<file path="config.mk">
export PLATFORM = sky130hd
export DESIGN_NAME = network_display_scanner
export DESIGN_NICKNAME = d
export VERILOG_FILES = /design/src/rtl/network_display_scanner.sv
export SDC_FILE = /design/constraint.sdc
export NUM_CORES = 1
export LEC_CHECK = 0
export ABC_AREA = 1
export BUFFER_PORTS_ARGS = -buffer_cell sky130_fd_sc_hd__buf_2
export CORE_MARGIN = 2
export CORE_UTILIZATION = 25
export CTS_BUF_LIST = sky130_fd_sc_hd__clkbuf_8 sky130_fd_sc_hd__clkbuf_16
export DETAILED_ROUTE_END_ITERATION = 8
export SLEW_MARGIN = 20
export SYNTH_ARGS = -nofsm -noshare
export SYNTH_HDL_FRONTEND = slang
export SYNTH_SLANG_ARGS = --single-unit
</file>
<file path="constraint.sdc">
create_clock -name clk -period 2.4 [get_ports clk]
set_clock_uncertainty 0.15 [all_clocks]
set_input_delay 0 -clock clk [delete_from_list [all_inputs] [get_ports clk]]
set_output_delay 0 -clock clk [all_outputs]
set_load 0.01 [all_outputs]
</file>
<file path="src/rtl/network_display_scanner.sv">
// network_display_scanner
// Display front-end for the bitstream network. Picks one of N_OUT output
// channels (auto-scan on a refresh timer, or manual select), snapshots it,
// converts its magnitude to BCD serially (shift-and-add-3) and holds the
// digits plus sign/zero/overflow flags for the seven-segment drivers.
//
// Ports:
//   clk        system clock
//   n_rst      synchronous active-low reset
//   data_in    flattened channels, channel k at [k*DATA_W +: DATA_W]
//   auto_mode  1 = auto-scan on timer, 0 = manual select via sel
//   sel        manual channel select (out-of-range values are ignored)
//   digits     BCD digits, units digit at [3:0]
//   chan_idx   channel currently shown
//   neg        shown value is negative
//   nonzero    shown value is not zero
//   overflow   |value| exceeds DIGITS decimal digits; digits saturated to 9s
//   valid      one-cycle pulse when digits/flags update
//   busy       conversion in progress
module network_display_scanner #(
    parameter int N_OUT       = 4,
    parameter int DATA_W      = 16,
    parameter int DIGITS      = 3,
    parameter int SIGNED_IN   = 1,
    parameter int SCAN_CYCLES = 25000000,
    localparam int SEL_W      = (N_OUT > 1) ? $clog2(N_OUT) : 1
) (
    input  logic                      clk,
    input  logic                      n_rst,
    input  logic [N_OUT*DATA_W-1:0]   data_in,
    input  logic                      auto_mode,
    input  logic [SEL_W-1:0]          sel,
    output logic [4*DIGITS-1:0]       digits,
    output logic [SEL_W-1:0]          chan_idx,
    output logic                      neg,
    output logic                      nonzero,
    output logic                      overflow,
    output logic                      valid,
    output logic                      busy
);

    function automatic logic [63:0] pow10(input int n);
        logic [63:0] p;
        p = 64'd1;
        for (int i = 0; i < n; i++) p = p * 64'd10;
        return p;
    endfunction

    localparam int TMR_W = (SCAN_CYCLES > 1) ? $clog2(SCAN_CYCLES) : 1;
    localparam int CNT_W = $clog2(DATA_W + 1);
    localparam int BCD_W = 4 * DIGITS;
    localparam logic [TMR_W-1:0] TMR_RELOAD = TMR_W'(SCAN_CYCLES - 1);
    localparam logic [SEL_W:0]   N_OUT_W    = (SEL_W + 1)'(N_OUT);
    localparam logic [SEL_W-1:0] LAST_CHAN  = SEL_W'(N_OUT - 1);
    localparam logic [63:0]      MAX_DISP   = pow10(DIGITS) - 64'd1;

    // The refresh period must leave room for a whole conversion.
    generate
        if (SCAN_CYCLES < DATA_W + 4) begin : g_bad_scan
            $error("SCAN_CYCLES must be at least DATA_W+4");
        end
    endgenerate

    typedef enum logic [1:0] {IDLE, LOAD, SHIFT, DONE} state_t;

    state_t state_reg, state_next;

    logic [DATA_W-1:0] chans [N_OUT];
    for (genvar gi = 0; gi < N_OUT; gi++) begin : g_chan
        assign chans[gi] = data_in[gi*DATA_W +: DATA_W];
    end

    logic [TMR_W-1:0]  timer_reg;
    logic              pending_reg;
    logic              init_reg;
    logic [SEL_W-1:0]  sel_prev_reg;
    logic [SEL_W-1:0]  target_reg;
    logic [DATA_W-1:0] mag_reg;
    logic              neg_pend_reg;
    logic              ovf_pend_reg;
    logic              zero_pend_reg;
    logic [BCD_W-1:0]  bcd_reg;
    logic [CNT_W-1:0]  cnt_reg;
    logic [BCD_W-1:0]  digits_reg;
    logic [SEL_W-1:0]  chan_idx_reg;
    logic              neg_reg;
    logic              nonzero_reg;
    logic              overflow_reg;

    logic              timer_hit;
    logic              sel_trig;
    logic              trig;
    logic              reload;
    logic [SEL_W-1:0]  next_chan;
    logic [SEL_W-1:0]  manual_target;
    logic [SEL_W-1:0]  target_choice;
    logic [DATA_W-1:0] raw;
    logic [DATA_W-1:0] mag_load;
    logic              neg_load;
    logic [BCD_W-1:0]  bcd_adj;
    logic [BCD_W-1:0]  bcd_shift;

    assign timer_hit = (timer_reg == '0);
    assign sel_trig  = !auto_mode && (sel != sel_prev_reg);
    // Any trigger starts a conversion from IDLE; the power-up trigger comes from init_reg.
    assign trig      = init_reg || timer_hit || sel_trig;
    // A sel change seen in DONE (or one latched earlier) chains straight into LOAD.
    assign reload    = pending_reg || sel_trig;

    always_comb begin
        next_chan     = (chan_idx_reg == LAST_CHAN) ? '0 : chan_idx_reg + 1'b1;
        manual_target = ({1'b0, sel} < N_OUT_W) ? sel : chan_idx_reg;
        if (init_reg)       target_choice = '0;
        else if (auto_mode) target_choice = next_chan;
        else                target_choice = manual_target;
    end

    always_comb begin
        raw      = chans[target_reg];
        mag_load = raw;
        neg_load = 1'b0;
        if (SIGNED_IN != 0 && raw[DATA_W-1]) begin
            // DATA_W-bit unsigned result, so the most-negative value stays exact.
            mag_load = (~raw) + 1'b1;
            neg_load = 1'b1;
        end
    end

    // One double-dabble step: adjust every nibble >= 5, then shift in the next magnitude bit.
    always_comb begin
        bcd_adj = bcd_reg;
        for (int i = 0; i < DIGITS; i++) begin
            if (bcd_reg[4*i +: 4] >= 4'd5) bcd_adj[4*i +: 4] = bcd_reg[4*i +: 4] + 4'd3;
        end
        bcd_shift = {bcd_adj[BCD_W-2:0], mag_reg[DATA_W-1]};
    end

    always_comb begin
        state_next = state_reg;
        case (state_reg)
            IDLE:    if (trig) state_next = LOAD;
            LOAD:    state_next = SHIFT;
            SHIFT:   if (cnt_reg == CNT_W'(DATA_W - 1)) state_next = DONE;
            DONE:    state_next = reload ? LOAD : IDLE;
            default: state_next = IDLE;
        endcase
    end

    always_ff @(posedge clk) begin
        // Track sel even in reset so a static sel never looks like a change.
        sel_prev_reg <= sel;
        if (!n_rst) begin
            state_reg     <= IDLE;
            timer_reg     <= TMR_RELOAD;
            pending_reg   <= 1'b0;
            init_reg      <= 1'b1;
            target_reg    <= '0;
            mag_reg       <= '0;
            neg_pend_reg  <= 1'b0;
            ovf_pend_reg  <= 1'b0;
            zero_pend_reg <= 1'b0;
            bcd_reg       <= '0;
            cnt_reg       <= '0;
            digits_reg    <= '0;
            chan_idx_reg  <= '0;
            neg_reg       <= 1'b0;
            nonzero_reg   <= 1'b0;
            overflow_reg  <= 1'b0;
        end else begin
            state_reg <= state_next;
            timer_reg <= timer_hit ? TMR_RELOAD : timer_reg - 1'b1;
            init_reg  <= 1'b0;

            if (state_reg == DONE)
                pending_reg <= 1'b0;
            else if (state_reg != IDLE && sel_trig)
                pending_reg <= 1'b1;

            case (state_reg)
                IDLE: if (trig) target_reg <= target_choice;
                LOAD: begin
                    mag_reg       <= mag_load;
                    neg_pend_reg  <= neg_load;
                    ovf_pend_reg  <= (64'(mag_load) > MAX_DISP);
                    zero_pend_reg <= (mag_load == '0);
                    bcd_reg       <= '0;
                    cnt_reg       <= '0;
                end
                SHIFT: begin
                    bcd_reg <= bcd_shift;
                    mag_reg <= {mag_reg[DATA_W-2:0], 1'b0};
                    cnt_reg <= cnt_reg + 1'b1;
                    // Results land on entry to DONE so they coincide with the valid pulse.
                    if (state_next == DONE) begin
                        digits_reg   <= ovf_pend_reg ? {DIGITS{4'h9}} : bcd_shift;
                        neg_reg      <= neg_pend_reg && !zero_pend_reg;
                        nonzero_reg  <= !zero_pend_reg;
                        overflow_reg <= ovf_pend_reg;
                        chan_idx_reg <= target_reg;
                    end
                end
                DONE: if (reload) target_reg <= target_choice;
                default: ;
            endcase
        end
    end

    assign digits   = digits_reg;
    assign chan_idx = chan_idx_reg;
    assign neg      = neg_reg;
    assign nonzero  = nonzero_reg;
    assign overflow = overflow_reg;
    assign valid    = (state_reg == DONE);
    assign busy     = (state_reg != IDLE);

endmodule

</file>
==> Word level (Yosys, flattened, before mapping) <==
Cells that the tools add are included.
Widths: inputs -> output; s select.
{ "totals": {"register_bits": 86, "inputBits": 69, "wordCells": 82} }
{ "classes": {"addsub": 7, "order_cmp": 5, "n_eq_ne": 9, "mux": 23, "bitwise": 3, "reduce_logical": 18} }
{ "op_table": {"columns": ["op", "n"], "rows": [
  ["$mux 16", 3],
  ["$bmux 16 s2", 1],
  ["$pmux 16 s2", 1],
  ["$logic_not 25->1", 1],
  ["$sub 25x1->25 const B", 1],
  ["$pmux 12 s2", 1],
  ["$add 16x1->16 const B", 1],
  ["$gt 16x10->1 const B", 1],
  ["$logic_not 16->1", 1],
  ["$not 16->16", 1],
  ["$mux 2", 7],
  ["$ge 4x3->1 const B", 3],
  ["$mux 12", 1],
  ["$pmux 5 s2", 1],
  ["$add 4x2->4 const B", 2],
  ["$eq 2x2->1 const B", 4],
  ["$mux 4", 2],
  ["$pmux 2 s4", 1],
  ["$reduce_bool 2->1", 3],
  ["$add 5x1->5 const B", 1],
  ["$eq 5x4->1 const B", 1],
  ["$pmux 2 s2", 1],
  ["$reduce_or 2->1", 2],
  ["$add 3x2->3 const B", 1],
  ["16 further kinds", 23]
]} }

==> Depth between registers and ports, before layout <==
{ "logic_depth": {"word_depth": 8, "depth_mapped": 20, "depth_no_buf": 18} }

==> Least setup slack after synthesis <==
No wires, ideal clock.
{ "synth_timing": {"path_kind": "reg-to-reg", "start": "register state_reg[0]", "end": "register mag_reg[6]", "arrival_ns": 1.891, "t_required_ns": 2.175, "slack_ns": 0.284, "stages_incl_launch_ff": 10, "path_buffers": 3, "synth_period_minus_slack_ns": 2.116, "path_cell_list": "dfxtp_1 -> inv_1 -> ha_1 -> clkbuf_1 -> nand2_1 -> buf_2 -> inv_1 -> clkbuf_1 -> nand2_1 -> a31oi_1"} }
{ "synth_via": {"elab_chain_cells": 2} }
{ "synth_lines": {"columns": ["element", "line_no", "text"], "rows": [
  ["from (decl)", "66", "state_t state_reg, state_next;"],
  ["from (signal assigned)", "170", "state_reg <= state_next;"],
  ["$eq 2x2->1 or $eq 2x1->1 (tied branches)", "179", "case (state_reg)"],
  ["$pmux 16 s2 or $reduce_bool 2->1 (tied branches)", null, null],
  ["to (signal assigned)", "182", "mag_reg <= mag_load;"],
  ["to (signal assigned)", "191", "mag_reg <= {mag_reg[DATA_W-2:0], 1'b0};"],
  ["to (decl)", "78", "logic [DATA_W-1:0] mag_reg;"]
]} }
Parallel ways exist; a longest one is shown, timed or not.
A chain may end at the register's enable or synchronous reset.

==> Worst setup path in the final report <==
{ "layout_timing": {"start": "register target_reg[0]", "end": "register zero_pend_reg"} }
{ "layout_via": {"elab_chain_cells": 8} }
{ "layout_lines": {"columns": ["element", "line_no", "text"], "rows": [
  ["from (decl)", "77", "logic [SEL_W-1:0] target_reg;"],
  ["from (signal assigned)", "180", "IDLE: if (trig) target_reg <= target_choice;"],
  ["from (signal assigned)", "202", "DONE: if (reload) target_reg <= target_choice;"],
  ["$not 2->3 (not written as such) (*)", "119", "raw = chans[target_reg];"],
  ["$bmux 16 s2 (*)", "119", null],
  ["$mux 16 (not written as such) (*) (2 in series)", "119", null],
  ["$not 16->16", "124", "mag_load = (~raw) + 1'b1;"],
  ["$add 16x1->16", "124", null],
  ["$mux 16 (*)", "122", "if (SIGNED_IN != 0 && raw[DATA_W-1]) begin"],
  ["$logic_not 16->1 (*)", "185", "zero_pend_reg <= (mag_load == '0);"],
  ["to (signal assigned)", "185", null],
  ["to (decl)", "81", "logic zero_pend_reg;"]
]} }
Mark *: on every way between the ends. The rest lies on a longest branch, timed or not. The select of a mux whose other input is x is not followed.

==> results.toml <==
[clocking]
cts_buffers = 9
cts_sinks = 86
clock_path_buffers = 2
postCtsSetupRepairBufs = 0
h-tree-depth = 3
worstSkewPairLatency_ns = 0.34
cts_tree = "done"
clk_pin_slew_ns = 0.07
cts_root_buffer = "clkbuf_16"

[synth]
avgSynthCellArea_um2 = 6.63
async_flop_share = 0
synth_cells = 763
ys_seq_area_frac = 0.340
syn_nets = 850
synthTopCellsByArea = "dfxtp_1, nand2_1, nand3_1"
yosysTopAreaCell = "dfxtp_1"
synth_edf_count = 0
synth_ff_type = "dfxtp_1"
synth_common_cells = "nand2_1, dfxtp_1, nor2_1"
synth.most_common_cell = "nand2_1"
yosysWarnings = 0
synth.cell_area_um2 = 5060
ys_types = 40
ys_ff_latch = 86
synth_top_area_frac = 0.340

[job]
drv_cap = 0

[cells_and_area]
diodes = 0
largest_reg_flops = 25
multiInputGateArea_um2 = 2890
n_fill_cell = 2250
num-nets-final = 943
final_core_util = 0.309
area_growth_pct = 22.4
regArea_um2 = 1720
drive_gt1_frac = 0.206

[global_route]
grt_max_degree = 27
overflow = 0
grt_pass1_vias = 4719
antenna_found_initial = 0
grt_pass1_wl_um = 21600
globalRouteMet3Util = 0.0203
gr-usage-met2 = 0.205
grt_util_met1 = 0.158
top_usage_layer = "met2"
track_usage = 0.120

[place]
gp_congestion = 0.818
hpwl_um = 9590
io_buffer_count = 87

[critical_path]
r2r_start = "target_reg[0]"
cp.required_ns = 2.48
crit_arrival_ns = 2.24
start_kind = "flop"
reg2reg_depth = 14
crit_fanout = 12
r2r_end = "zero_pend_reg"
rrSetupSlack_ns = 0.23
worst-setup-path-type = "reg -> reg"
crit_path_end_kind = "flop"
cp-startpoint = "target_reg[0]"

[routing]
first_iter_violations = 271
drc = 0
detail-route-antenna-nets = 0
wirelength_um = 12400
drtPass1Iterations = 4
wire_per_inst_um = 10.9
vias_per_cell = 4.36
via_count = 4934

[sta]
worst_pin_slew_ns = 0.443
fmax_mhz = 461
timing.slew.headroom = 0.704
maxSlewViolCount = 0
finalSetupViolations = 0
hold-worst-slack_ns = 0.0218
period_needed_ns = 2.17
fin_tns_setup_ns = 0
finalHoldViolCount = 0
period_share = 0.904
rsz0062_at_grt = "false"

[die]
rows = 52
io-pin-count = 88
die_w_um = 146
coreArea_um2 = 20000
initial_core_util = 0.252
dieArea_um2 = 21400
die-height_um = 146

[worst_hold_path]
hold_depth = 5
hold_start = "auto_mode"
min_to = "target_reg[1]"
min_path_type = "in -> reg"

[power_and_ir_drop]
p_per_area_nw_per_um2 = 960
total_power_uw = 5950
ir_drop_mv = 0.364
p_leak_uw = 0.00282

[status]
status = "finished, final reports clean"
## worst max path at each step
stage	end	slack (ns)	cells after the start
2_1_floorplan	mag_reg[6]	0.28	9
3_3_place_gp	digits[8]	0.22	12
3_5_place_dp	digits[3]	0.18	12
4_1_cts	digits[0]	0.17	12
5_1_grt	zero_pend_reg	0.0003	14
6_report	zero_pend_reg	0.23	14
## report_power, final
group          total (uW)  switching (uW)  internal, uW
Clock                1510             578           936
Combinational        2680            1750           932
Sequential           1750             118          1630
## final cells by class
class,instances,area share
multi-input combinational,578,0.467
sequential,86,0.278
timing repair buffer,110,0.103
tap,270,0.0546
inverter,71,0.0447
clock buffer,10,0.0386
clock inverter,6,0.0139
## metrics by stage
stage                     instances  setup slack (ns)  cell area, um2
after detailed placement       1110             0.181            5800
after global routing           1131          0.000318            6190
after floorplan                 763             0.284            5060
after global placement         1110             0.221            5800
after CTS                      1131             0.168            6180
final                          1131             0.231            6190
## repair_timing
action | CTS | global route
hold buffers | 5 | 0
endpoints found under the hold margin | 20 | 0
endpoints found under the setup margin | 0 | 8
gates resized for setup | 0 | 8
## cell families after synthesis
logic type,Yosys count,share of synthesized area
AO/OA/AOI/OAI,101,0.110
XOR/XNOR,17,0.0294
adder cells (fa/ha/maj),18,0.0445
buffers and inverters,99,0.0888
flip-flops,86,0.340
AND/OR/NAND/NOR,442,0.387
## critical path, stage by stage (launching register included)
cell	delay, ns
dfxtp_2	0.34
buf_4	0.17
nand2_1	0.06
nand3_1	0.09
nand2_2	0.14
ha_2	0.21
nand2_1	0.06
nor2_2	0.09
nand2_2	0.06
nand2_2	0.09
nand2_1	0.09
xnor2_1	0.25
nor2_1	0.09
nand3_1	0.10
a21oi_2	0.05
## layout by cell type, fill, tap and decap left out, types with 9 or more instances in the layout
cell,netlist,final
ha_1,18,17
nand2_2,16,17
a21oi_1,48,48
clkbuf_16,0,9
buf_4,1,16
nand3_1,64,64
buf_2,7,87
a31oi_1,10,10
dfxtp_1,86,84
nor2_1,78,78
o21ai_0,26,26
inv_1,61,62
xor2_1,12,12
nand2_1,237,236
## layer usage
| layer | share of wire | up-vias |
|---|---|---|
| met3 | 0.041 | 8 |
| met1 | 0.49 | 2204 |
| met4 | 0.0070 | 0 |
| li1 | - | 2627 |
| met5 | 0 | - |
| met2 | 0.46 | 95 |
(Power assumes the default switching activity.)
